**config.mk**
```make
export PLATFORM = sky130hd
export DESIGN_NAME = muldiv_unit
export DESIGN_NICKNAME = d
export VERILOG_FILES = /design/src/rtl/types_pkg.sv /design/src/rtl/muldiv_operand_prep.sv /design/src/rtl/muldiv_unit.sv
export SDC_FILE = /design/constraint.sdc
export NUM_CORES = 1
export LEC_CHECK = 0
export CAP_MARGIN = 25
export CORE_ASPECT_RATIO = 1.75
export CORE_MARGIN = 4
export CORE_UTILIZATION = 65
export CTS_BUF_LIST = sky130_fd_sc_hd__clkbuf_8 sky130_fd_sc_hd__clkbuf_16
export DETAILED_ROUTE_END_ITERATION = 16
export DONT_BUFFER_PORTS = 1
export PLACE_DENSITY = 0.84
export SLEW_MARGIN = 25
export SYNTH_ARGS = -nofsm -noshare
export SYNTH_HDL_FRONTEND = slang
export SYNTH_SLANG_ARGS = --single-unit
```
**constraint.sdc**
```tcl
create_clock -name clk -period 3.7 [get_ports clk]
set_input_delay 0.555 -clock clk [delete_from_list [all_inputs] [get_ports clk]]
set_output_delay 0.555 -clock clk [all_outputs]
set_load 0.02 [all_outputs]
```
**src/rtl/types_pkg.sv**
```systemverilog
// -----------------------------------------------------------------------------
// types_pkg
// Shared core types. Holds the RV32M multiply/divide op and FSM encodings,
// the funct7 values that select instruction groups, and small op-class
// helpers used by the multiply/divide unit.
// -----------------------------------------------------------------------------
package types_pkg;

  // funct7 field values for R-type instructions
  typedef enum logic [6:0] {
    FUNCT7_BASE   = 7'b000_0000,
    FUNCT7_MULDIV = 7'b000_0001,
    FUNCT7_ALT    = 7'b010_0000
  } funct7_e;

  // RV32M ops, encoded as their funct3
  typedef enum logic [2:0] {
    OP_MUL    = 3'b000,
    OP_MULH   = 3'b001,
    OP_MULHSU = 3'b010,
    OP_MULHU  = 3'b011,
    OP_DIV    = 3'b100,
    OP_DIVU   = 3'b101,
    OP_REM    = 3'b110,
    OP_REMU   = 3'b111
  } muldiv_op_e;

  typedef enum logic [1:0] {
    MD_IDLE = 2'd0,
    MD_CALC = 2'd1,
    MD_FIX  = 2'd2,
    MD_DONE = 2'd3
  } muldiv_state_e;

  function automatic logic is_div(input muldiv_op_e op);
    return (op == OP_DIV) || (op == OP_DIVU) || (op == OP_REM) || (op == OP_REMU);
  endfunction

  function automatic logic is_rem(input muldiv_op_e op);
    return (op == OP_REM) || (op == OP_REMU);
  endfunction

endpackage

```
**src/rtl/muldiv_operand_prep.sv**
```systemverilog
// -----------------------------------------------------------------------------
// muldiv_operand_prep
// Combinational operand conditioning for muldiv_unit. Converts rs1/rs2 to
// magnitudes according to the signedness of the op, works out whether the
// final result must be negated, and flags the two divide special cases.
//
// Ports:
//   op_i        funct3 op code (muldiv_op_e)
//   a_i, b_i    raw rs1 / rs2 operands
//   abs_a_o     |a| (a itself when a is treated as unsigned)
//   abs_b_o     |b| (b itself when b is treated as unsigned)
//   neg_o       result needs two's-complement negation
//   div_zero_o  divide/remainder op with b == 0
//   overflow_o  signed DIV/REM with a == INT_MIN and b == -1
// -----------------------------------------------------------------------------
module muldiv_operand_prep
  import types_pkg::*;
#(
  parameter int XLEN = 32
) (
  input  logic [2:0]      op_i,
  input  logic [XLEN-1:0] a_i,
  input  logic [XLEN-1:0] b_i,
  output logic [XLEN-1:0] abs_a_o,
  output logic [XLEN-1:0] abs_b_o,
  output logic            neg_o,
  output logic            div_zero_o,
  output logic            overflow_o
);

  localparam logic [XLEN-1:0] INT_MIN = {1'b1, {(XLEN-1){1'b0}}};

  muldiv_op_e op;
  logic       signed_a;
  logic       signed_b;
  logic       a_neg;
  logic       b_neg;

  assign op = muldiv_op_e'(op_i);

  always_comb begin
    // MUL keeps only the low half, which is identical for any signedness,
    // so it is handled as unsigned.
    signed_a = (op == OP_MULH) || (op == OP_MULHSU) || (op == OP_DIV) || (op == OP_REM);
    signed_b = (op == OP_MULH) || (op == OP_DIV) || (op == OP_REM);
    a_neg    = signed_a && a_i[XLEN-1];
    b_neg    = signed_b && b_i[XLEN-1];

    abs_a_o  = a_neg ? (~a_i + 1'b1) : a_i;
    abs_b_o  = b_neg ? (~b_i + 1'b1) : b_i;

    // Remainder follows the dividend's sign; everything else is the XOR.
    neg_o    = is_rem(op) ? a_neg : (a_neg ^ b_neg);

    div_zero_o = is_div(op) && (b_i == '0);
    overflow_o = ((op == OP_DIV) || (op == OP_REM)) && (a_i == INT_MIN) && (b_i == '1);
  end

endmodule

```
**src/rtl/muldiv_unit.sv**
```systemverilog
// -----------------------------------------------------------------------------
// muldiv_unit
// Iterative RV32M multiply/divide unit for the execute stage. One radix-2
// step per cycle: shift-add for multiplies, restoring division for
// divides/remainders. Operands are reduced to magnitudes up front and the
// sign is applied once in the FIX state.
//
// Optional build macro: MULDIV_FAST_MUL_EN
//   defined   - multiplies use a combinational 2*XLEN multiplier and skip
//               CALC (IDLE -> FIX -> DONE, valid 2 cycles after start)
//   undefined - all ops iterate through CALC (XLEN+2 cycle latency)
//
// Ports:
//   clk       core clock
//   rst_n     asynchronous active-low reset
//   start_i   request an op; accepted when busy_o is low
//   op_i      funct3 op code (muldiv_op_e)
//   a_i, b_i  rs1 / rs2, sampled on the accepting edge
//   flush_i   abort anything in flight, suppress a pending valid pulse
//   busy_o    high in CALC and FIX
//   valid_o   one-cycle pulse when result_o is new
//   result_o  result, held until the next accepted start completes
// -----------------------------------------------------------------------------
module muldiv_unit
  import types_pkg::*;
#(
  parameter int XLEN = 32
) (
  input  logic            clk,
  input  logic            rst_n,
  input  logic            start_i,
  input  logic [2:0]      op_i,
  input  logic [XLEN-1:0] a_i,
  input  logic [XLEN-1:0] b_i,
  input  logic            flush_i,
  output logic            busy_o,
  output logic            valid_o,
  output logic [XLEN-1:0] result_o
);

  localparam int CNT_W = $clog2(XLEN);

  localparam logic [1:0] ST_IDLE = 2'(MD_IDLE);
  localparam logic [1:0] ST_CALC = 2'(MD_CALC);
  localparam logic [1:0] ST_FIX  = 2'(MD_FIX);
  localparam logic [1:0] ST_DONE = 2'(MD_DONE);

  localparam logic [XLEN-1:0]  INT_MIN  = {1'b1, {(XLEN-1){1'b0}}};
  localparam logic [CNT_W-1:0] CNT_LAST = CNT_W'(XLEN - 1);

  logic [1:0]        state_q,  state_d;
  logic [CNT_W-1:0]  cnt_q,    cnt_d;
  // Multiply: {product high, multiplier/product low}.
  // Divide:   {partial remainder, dividend/quotient}.
  logic [2*XLEN-1:0] prod_q,   prod_d;
  // Multiplicand for multiplies, divisor for divides.
  logic [XLEN-1:0]   mcand_q,  mcand_d;
  muldiv_op_e        op_q,     op_d;
  logic              neg_q,    neg_d;
  logic [XLEN-1:0]   result_q, result_d;

  muldiv_op_e        op_in;
  logic [XLEN-1:0]   abs_a;
  logic [XLEN-1:0]   abs_b;
  logic              neg_in;
  logic              div_zero;
  logic              overflow;

  logic [XLEN:0]     mul_sum;
  logic [XLEN:0]     div_diff;
  logic [2*XLEN-1:0] fix_full;
  logic [XLEN-1:0]   fix_lo;
  logic [XLEN-1:0]   fix_hi;

  assign op_in = muldiv_op_e'(op_i);

  muldiv_operand_prep #(
    .XLEN (XLEN)
  ) u_prep (
    .op_i       (op_i),
    .a_i        (a_i),
    .b_i        (b_i),
    .abs_a_o    (abs_a),
    .abs_b_o    (abs_b),
    .neg_o      (neg_in),
    .div_zero_o (div_zero),
    .overflow_o (overflow)
  );

`ifdef MULDIV_FAST_MUL_EN
  logic [2*XLEN-1:0] fast_prod;
  assign fast_prod = (2*XLEN)'(abs_a) * (2*XLEN)'(abs_b);
`endif

  always_comb begin
    state_d  = state_q;
    cnt_d    = cnt_q;
    prod_d   = prod_q;
    mcand_d  = mcand_q;
    op_d     = op_q;
    neg_d    = neg_q;
    result_d = result_q;

    // Shift-add step: add multiplicand into the high half when the current
    // multiplier LSB is set, then shift the whole product right by one.
    mul_sum  = {1'b0, prod_q[2*XLEN-1:XLEN]} + (prod_q[0] ? {1'b0, mcand_q} : '0);
    // Restoring step: trial-subtract divisor from {remainder, next dividend bit}.
    div_diff = {prod_q[2*XLEN-1:XLEN], prod_q[XLEN-1]} - {1'b0, mcand_q};

    fix_full = neg_q ? (~prod_q + 1'b1) : prod_q;
    fix_lo   = neg_q ? (~prod_q[XLEN-1:0] + 1'b1) : prod_q[XLEN-1:0];
    fix_hi   = neg_q ? (~prod_q[2*XLEN-1:XLEN] + 1'b1) : prod_q[2*XLEN-1:XLEN];

    case (state_q)
      ST_IDLE, ST_DONE: begin
        if (start_i) begin
          op_d  = op_in;
          neg_d = neg_in;
          cnt_d = CNT_LAST;
          if (div_zero || overflow) begin
            // Special divides resolve immediately, no iteration.
            if (div_zero) result_d = is_rem(op_in) ? a_i : '1;
            else          result_d = is_rem(op_in) ? '0 : INT_MIN;
            state_d = ST_DONE;
          end else if (is_div(op_in)) begin
            prod_d  = {{XLEN{1'b0}}, abs_a};
            mcand_d = abs_b;
            state_d = ST_CALC;
          end else begin
`ifdef MULDIV_FAST_MUL_EN
            prod_d  = fast_prod;
            mcand_d = abs_a;
            state_d = ST_FIX;
`else
            prod_d  = {{XLEN{1'b0}}, abs_b};
            mcand_d = abs_a;
            state_d = ST_CALC;
`endif
          end
        end else if (state_q == ST_DONE) begin
          state_d = ST_IDLE;
        end
      end

      ST_CALC: begin
        if (is_div(op_q)) begin
          if (!div_diff[XLEN]) prod_d = {div_diff[XLEN-1:0], prod_q[XLEN-2:0], 1'b1};
          else                 prod_d = {prod_q[2*XLEN-2:0], 1'b0};
        end else begin
          prod_d = {mul_sum, prod_q[XLEN-1:1]};
        end
        cnt_d = cnt_q - 1'b1;
        if (cnt_q == '0) state_d = ST_FIX;
      end

      ST_FIX: begin
        case (op_q)
          OP_MUL:                       result_d = fix_full[XLEN-1:0];
          OP_MULH, OP_MULHSU, OP_MULHU: result_d = fix_full[2*XLEN-1:XLEN];
          OP_DIV, OP_DIVU:              result_d = fix_lo;
          default:                      result_d = fix_hi;
        endcase
        state_d = ST_DONE;
      end

      default: state_d = ST_IDLE;
    endcase

    // Flush overrides everything, including a simultaneous start, and must
    // not disturb the last delivered result.
    if (flush_i) begin
      state_d  = ST_IDLE;
      result_d = result_q;
    end
  end

  always_ff @(posedge clk or negedge rst_n) begin
    if (!rst_n) begin
      state_q  <= ST_IDLE;
      cnt_q    <= '0;
      prod_q   <= '0;
      mcand_q  <= '0;
      op_q     <= OP_MUL;
      neg_q    <= 1'b0;
      result_q <= '0;
    end else begin
      state_q  <= state_d;
      cnt_q    <= cnt_d;
      prod_q   <= prod_d;
      mcand_q  <= mcand_d;
      op_q     <= op_d;
      neg_q    <= neg_d;
      result_q <= result_d;
    end
  end

  assign busy_o   = (state_q == ST_CALC) || (state_q == ST_FIX);
  // A flush landing in the DONE cycle cancels the pulse combinationally.
  assign valid_o  = (state_q == ST_DONE) && !flush_i;
  assign result_o = result_q;

endmodule

```
* Word level (Yosys, flattened, before mapping)
Index checks and enable logic that the tools add are counted.
Word-level totals: register bits 139, latch bits 0, memory bits (writable) 0, bits in read-only memories 0, input bits 71, output and inout port bits 34, logic and storage cells 112, memories kept 0
Operators by class: $add $sub $neg 8, $mul 0, div/mod/pow operators 0, order comparisons 0, equality and inequality tests 23, shift operators 0, muxes and demuxes 29, bitwise logic cells 8, reduce and logical (&&, ||, !) cells 37
Operators by type and width (count):
- $mux 32 | 12
- $mux 64 | 5
- $add 32x1->32 const B | 4
- $not 32->32 | 4
- $pmux 64 s2 | 1
- $pmux 32 s3 | 1
- $add 64x1->64 const B | 1
- $eq 32x32->1 const B | 2
- $not 64->64 | 1
- $pmux 32 s2 | 1
- $add 32x32->33 | 1
- $sub 33x32->33 | 1
- $logic_not 32->1 | 1
- $eq 3x3->1 const B | 8
- $logic_or 1x1->1 | 15
- $mux 2 | 5
- $pmux 5 s2 | 1
- $eq 3x2->1 const B | 3
- $eq 3x1->1 const B | 2
- $logic_and 1x1->1 | 6
- $ne 2x2->1 const B | 3
- $pmux 2 s3 | 1
- $reduce_and 2->1 | 3
- $reduce_and 3->1 | 2
- 17 further kinds | 21

* Longest topological paths before layout
depth in word-level cells 10, gate-level depth with buffers 14, gate-level depth less buffers 13

* Cells and area by module
A second synthesis with hierarchy kept.
Second synthesis, totals: cells, all modules 1949, area total of the unflattened synthesis 14953.1 um^2
By module, submodules not included:
- muldiv_unit | times used 1, cells an instance 1718, area an instance 13430.4 um^2, seq. area each 3478.3 um^2
- muldiv_operand_prep | times used 1, cells an instance 231, area an instance 1522.7 um^2, seq. area each 0.0 um^2

* Worst setup path after synthesis
Ideal clock, no wire load.
path type flip-flop to flip-flop, start register prod_q[0], end register prod_q[50], setup time 126 ps, arrival time 3130 ps, data required time 3574 ps, setup slack 444 ps, cell stages (with the launch flop) 14, buffers on the path 1, clock period less this slack 3256 ps, cells stage by stage dfrtp_1 > inv_1 > clkbuf_1 > nor2_1 > ha_1 > and3_1 > a221o_1 > a211oi_1 > a211oi_1 > o41ai_1 > o21bai_1 > a21oi_1 > xnor2_1 > a221o_1
On the way: longest elaborated chain between the ends 4
RTL lines:
- start: declaration | RTL line muldiv_unit.sv:55 | logic [2*XLEN-1:0] prod_q, prod_d;
- start signal: assignment | RTL line muldiv_unit.sv:189 | prod_q <= prod_d;
- $mux 32 | RTL line muldiv_unit.sv:106 | mul_sum = {1'b0, prod_q[2*XLEN-1:XLEN]} + (prod_q[0] ? {1'b0, mcand_q} : '0);
- $add 32x32->33 | RTL line muldiv_unit.sv:106
- $mux 64 | RTL line muldiv_unit.sv:146 | if (is_div(op_q)) begin
- $pmux 64 s2 | RTL line muldiv_unit.sv:114 | case (state_q)
No other way between the ends. A chain may end at the register's enable or synchronous reset.

* Final worst setup path
start register prod_q[0], end register prod_q[58]
Same word-level chain as after synthesis.

==> results.txt <==
result of the run -> finished, violations left
violations in the final reports -> negative hold slack
Slowest-stage cell, CP -> dfrtp_1
final std cell area, no fill -> 16100 sq um
synthesized area -> 14800 sq um
worst-path cell chain -> inv_1 -> buf_4 -> buf_4 -> nor2_1 -> ha_1 -> a21oi_1 -> o211ai_1 -> a211o_1 -> or3_1 -> o21ba_2 -> xor2_1 -> a222oi_1 -> o21ai_1
vias after detailed routing -> 15.8k
number of DRC violations after detailed-routing iteration 0 -> 1788
critical path capture point type -> flip-flop
CTS Buffer Depth -> 2
relative slew slack -> 32.6%
Yosys warning total -> 0
share of total power in sequential cells -> 19.2%
H-tree levels -> 4
number of buffers and inverters on the critical path -> 3
final core utilization -> 72.3%
number of clock buffers inserted by TritonCTS -> 17
CP max stage delay -> 0.38 ns
clock tree root driver cell -> clkbuf_16
post-synthesis instance total -> 1986
category of the worst setup path launch point -> flip-flop
Crit path required time -> 4.03 ns
cell taking the most area after synthesis -> dfrtp_1
async set-or-reset flop fraction in the synthesized netlist -> 100%
Die Width -> 122 microns
ratio of total power to cell area -> 993 nW/um^2
HPWL after DPL -> 41200 microns
TritonRoute pass-1 iters -> 6
final-report max-slew violation count -> 0
crit-path max FO -> 15
setup skew after layout -> 0.0150 ns
worst hold margin -> -0.218 ns
Arr. time, crit path -> 3.85 ns
sequential fraction of the synthesis area -> 23.4%
Worst IR Drop VDD -> 0.000518 V
leakage power of the design -> 0.00684 uW
total number of placement rows -> 72
final-stage net count -> 2118
Placeable Area -> 22300 sq um
maximum clock rate -> 284 MHz
FF+latch count, synth -> 139
RePlAce Congestion -> 1.13
I/O pins -> 105
net switching power -> 8780 uW
clock network latency to the later pin of the worst-skew pair -> 0.46 ns
Setup CP Type -> flip-flop to flip-flop
vias per inst -> 6.95
count of unresolved DRC violations after routing -> 0
Clock Sinks -> 139
Clk network pwr share -> 11.0%
average footprint of a synthesized cell -> 7.47 sq um
count of distinct cell types in the synthesized netlist -> 85
total placed instance area -> 15400 sq um
net count after synthesis -> 2134
leading register cell type out of synthesis -> dfrtp_1
IO Port Bufs -> 0
delay-heaviest family, CP -> compound AO/OA/AOI/OAI gates
first-pass GRT wire length -> 84800 microns
die area -> 25400 sq um
signed area change from the synthesized netlist to the final layout -> 8.48%
clock-pin slew on the worst setup and hold paths -> 0.07 ns
final sum of negative setup slack -> 0 ns
max-cap check violation count -> 0
final critical-path setup slack -> 0.176 ns
worst min-delay path category -> primary input to asynchronous set/reset pin
vias in the first global route -> 15.8k
maximum number of pins on one net before global-route repair -> 140
number of failing setup endpoints in the final timing report -> 0
vertical die dimension -> 208 microns
hold violation total from the final report -> 139
final worst path period share -> 95.3%
antenna fix cells -> 0
Most Frequent Cell on Critical Path -> buf_4
post-layout min period -> 3.52 ns
average wire per standard cell -> 23.7 microns
initial antenna violation count -> 0
antenna-violating nets left -> 0
fraction of final layout cells with drive strength greater than 1 -> 11.2%
Post-Place Setup Slack -> -0.0105 ns
top-area cell type share of the netlist area -> 23.4%
TritonCTS clock tree -> yes
total length of routed wires -> 54000 microns
Switching Share -> 54.9%
initial core utilization -> 66.7%
aggregate global routing overflow -> 0
Tightest Pin Transition -> 0.986 ns
cells taking the most area after synthesis -> dfrtp_1 23%, a21oi_1 6.6%, ha_1 6.3%
count of flip-flops with a built-in enable after synthesis -> 0
unrepaired setup endpoints after global routing -> no
global router's overall resource usage -> 42.9%
Comb pwr share -> 69.9%
internal cell power -> 7210 uW
[cell type report]
class | count | area (sq um)
clock inverters | 14 | 144
multi-input cells | 1645 | 10600
flip-flops and latches | 139 | 3480
fillers | 1852 | 6160
clock buffers | 18 | 439
repair buffers | 100 | 788
well taps | 296 | 370
inverters | 67 | 251
[path summary, 6_finish.rpt]
kind,startpoint,slack (ns),cells after the start,to
worst max-delay path,prod_q[0],0.18,13,prod_q[58]
worst min-delay path,rst_n,-0.22,0,cnt_q[2]
worst max register to register,prod_q[0],0.18,13,prod_q[58]
worst min register to register,mcand_q[19],0.48,2,mcand_q[19]
max in group asynchronous,rst_n,3.70,0,mcand_q[29]
min in group clk,flush_i,0.16,1,state_q[1]
[what timing repair did]
item / in CTS / in global routing
endpoints found under the setup margin: 0 / 27
resized for setup: 0 / 8
hold endpoints to repair: 139 / 139
setup buffers: 0 / 4
[placed cells by master (no fill, tap or decap), types with 22 or more instances in the layout]
cell      instances
buf_4            97
dfrtp_1         137
xor2_1           86
nand4_1          22
a21o_1           23
ha_1             74
nand2_1         210
mux2_2           34
nor2b_1          24
o221ai_1         41
xnor2_1          86
mux2i_1          27
nor3_1           36
o21ai_1          29
nand3_1          46
nor2_1          231
inv_1            67
a21oi_1         194
o21ai_0         135
a211oi_1         35
[cell families (layout without fill, tap and decap cells)]
family | count (synthesis) | count (layout) | synth area share [%]
DFF | 139 | 139 | 23.4
muxes | 61 | 61 | 4.40
AOI/OAI and AO/OA | 642 | 642 | 27.8
xor gates and xnor gates | 173 | 173 | 10.2
and+or+nand+nor | 692 | 692 | 22.1
buffers and inverters | 202 | 199 | 5.39
adders and majority gates | 77 | 77 | 6.59
[power groups by stage]
stage                     combinational [uW]  clock [uW]  sequential, uW
after floorplan                         7850           0            2690
after global placement                 10500           0            3010
after detailed placement               10600           0            3030
after CTS                              10800        1750            3010
after global routing                   12100        1820            3110
final                                  11200        1750            3070
[state kept, by name (all words and copies together), names as in the netlist]
| name | flops |
|---|---|
| state_q | 2 |
| result_o | 32 |
| op_q | 3 |
| prod_q | 64 |
| cnt_q | 5 |
| mcand_q | 32 |
| neg_q | 1 |
[Yosys cell counts, types with 15 or more instances]
library cell	count
nor2_1	231
nand2_1	210
a21oi_1	195
dfrtp_1	139
o21ai_0	136
clkbuf_1	107
xnor2_1	87
xor2_1	86
ha_1	75
inv_1	67
nand3_1	46
o221ai_1	42
nor3_1	36
a211oi_1	35
mux2_2	34
o21ai_1	28
mux2i_1	27
nor2b_1	24
a21o_1	23
nand4_1	22
a31oi_1	21
nor4_1	21
o31ai_1	19
a22oi_1	18
o31ai_2	17
nand2b_1	15
o211ai_1	15
or3_1	15
[layer usage]
metal / global-route usage [%] / vias up / part of all wire (%)
met5: 0 / - / 0
li1: - / 7155 / -
met1: 46.3 / 7382 / 33
met4: 36.9 / 0 / 10
met2: 68.7 / 965 / 47
met3: 10.6 / 334 / 9.0
[metrics by stage]
step / hold slack [ns] / power, uW / instances
floorplan: 0.259 / 10500 / 1986
global placement: 0.262 / 13500 / 2243
detailed placement: 0.262 / 13700 / 2243
CTS: -0.228 / 15500 / 2275
global route: -0.229 / 17000 / 2279
finish: -0.218 / 16000 / 2279
Note: power is estimated with default switching activity, not from simulation.
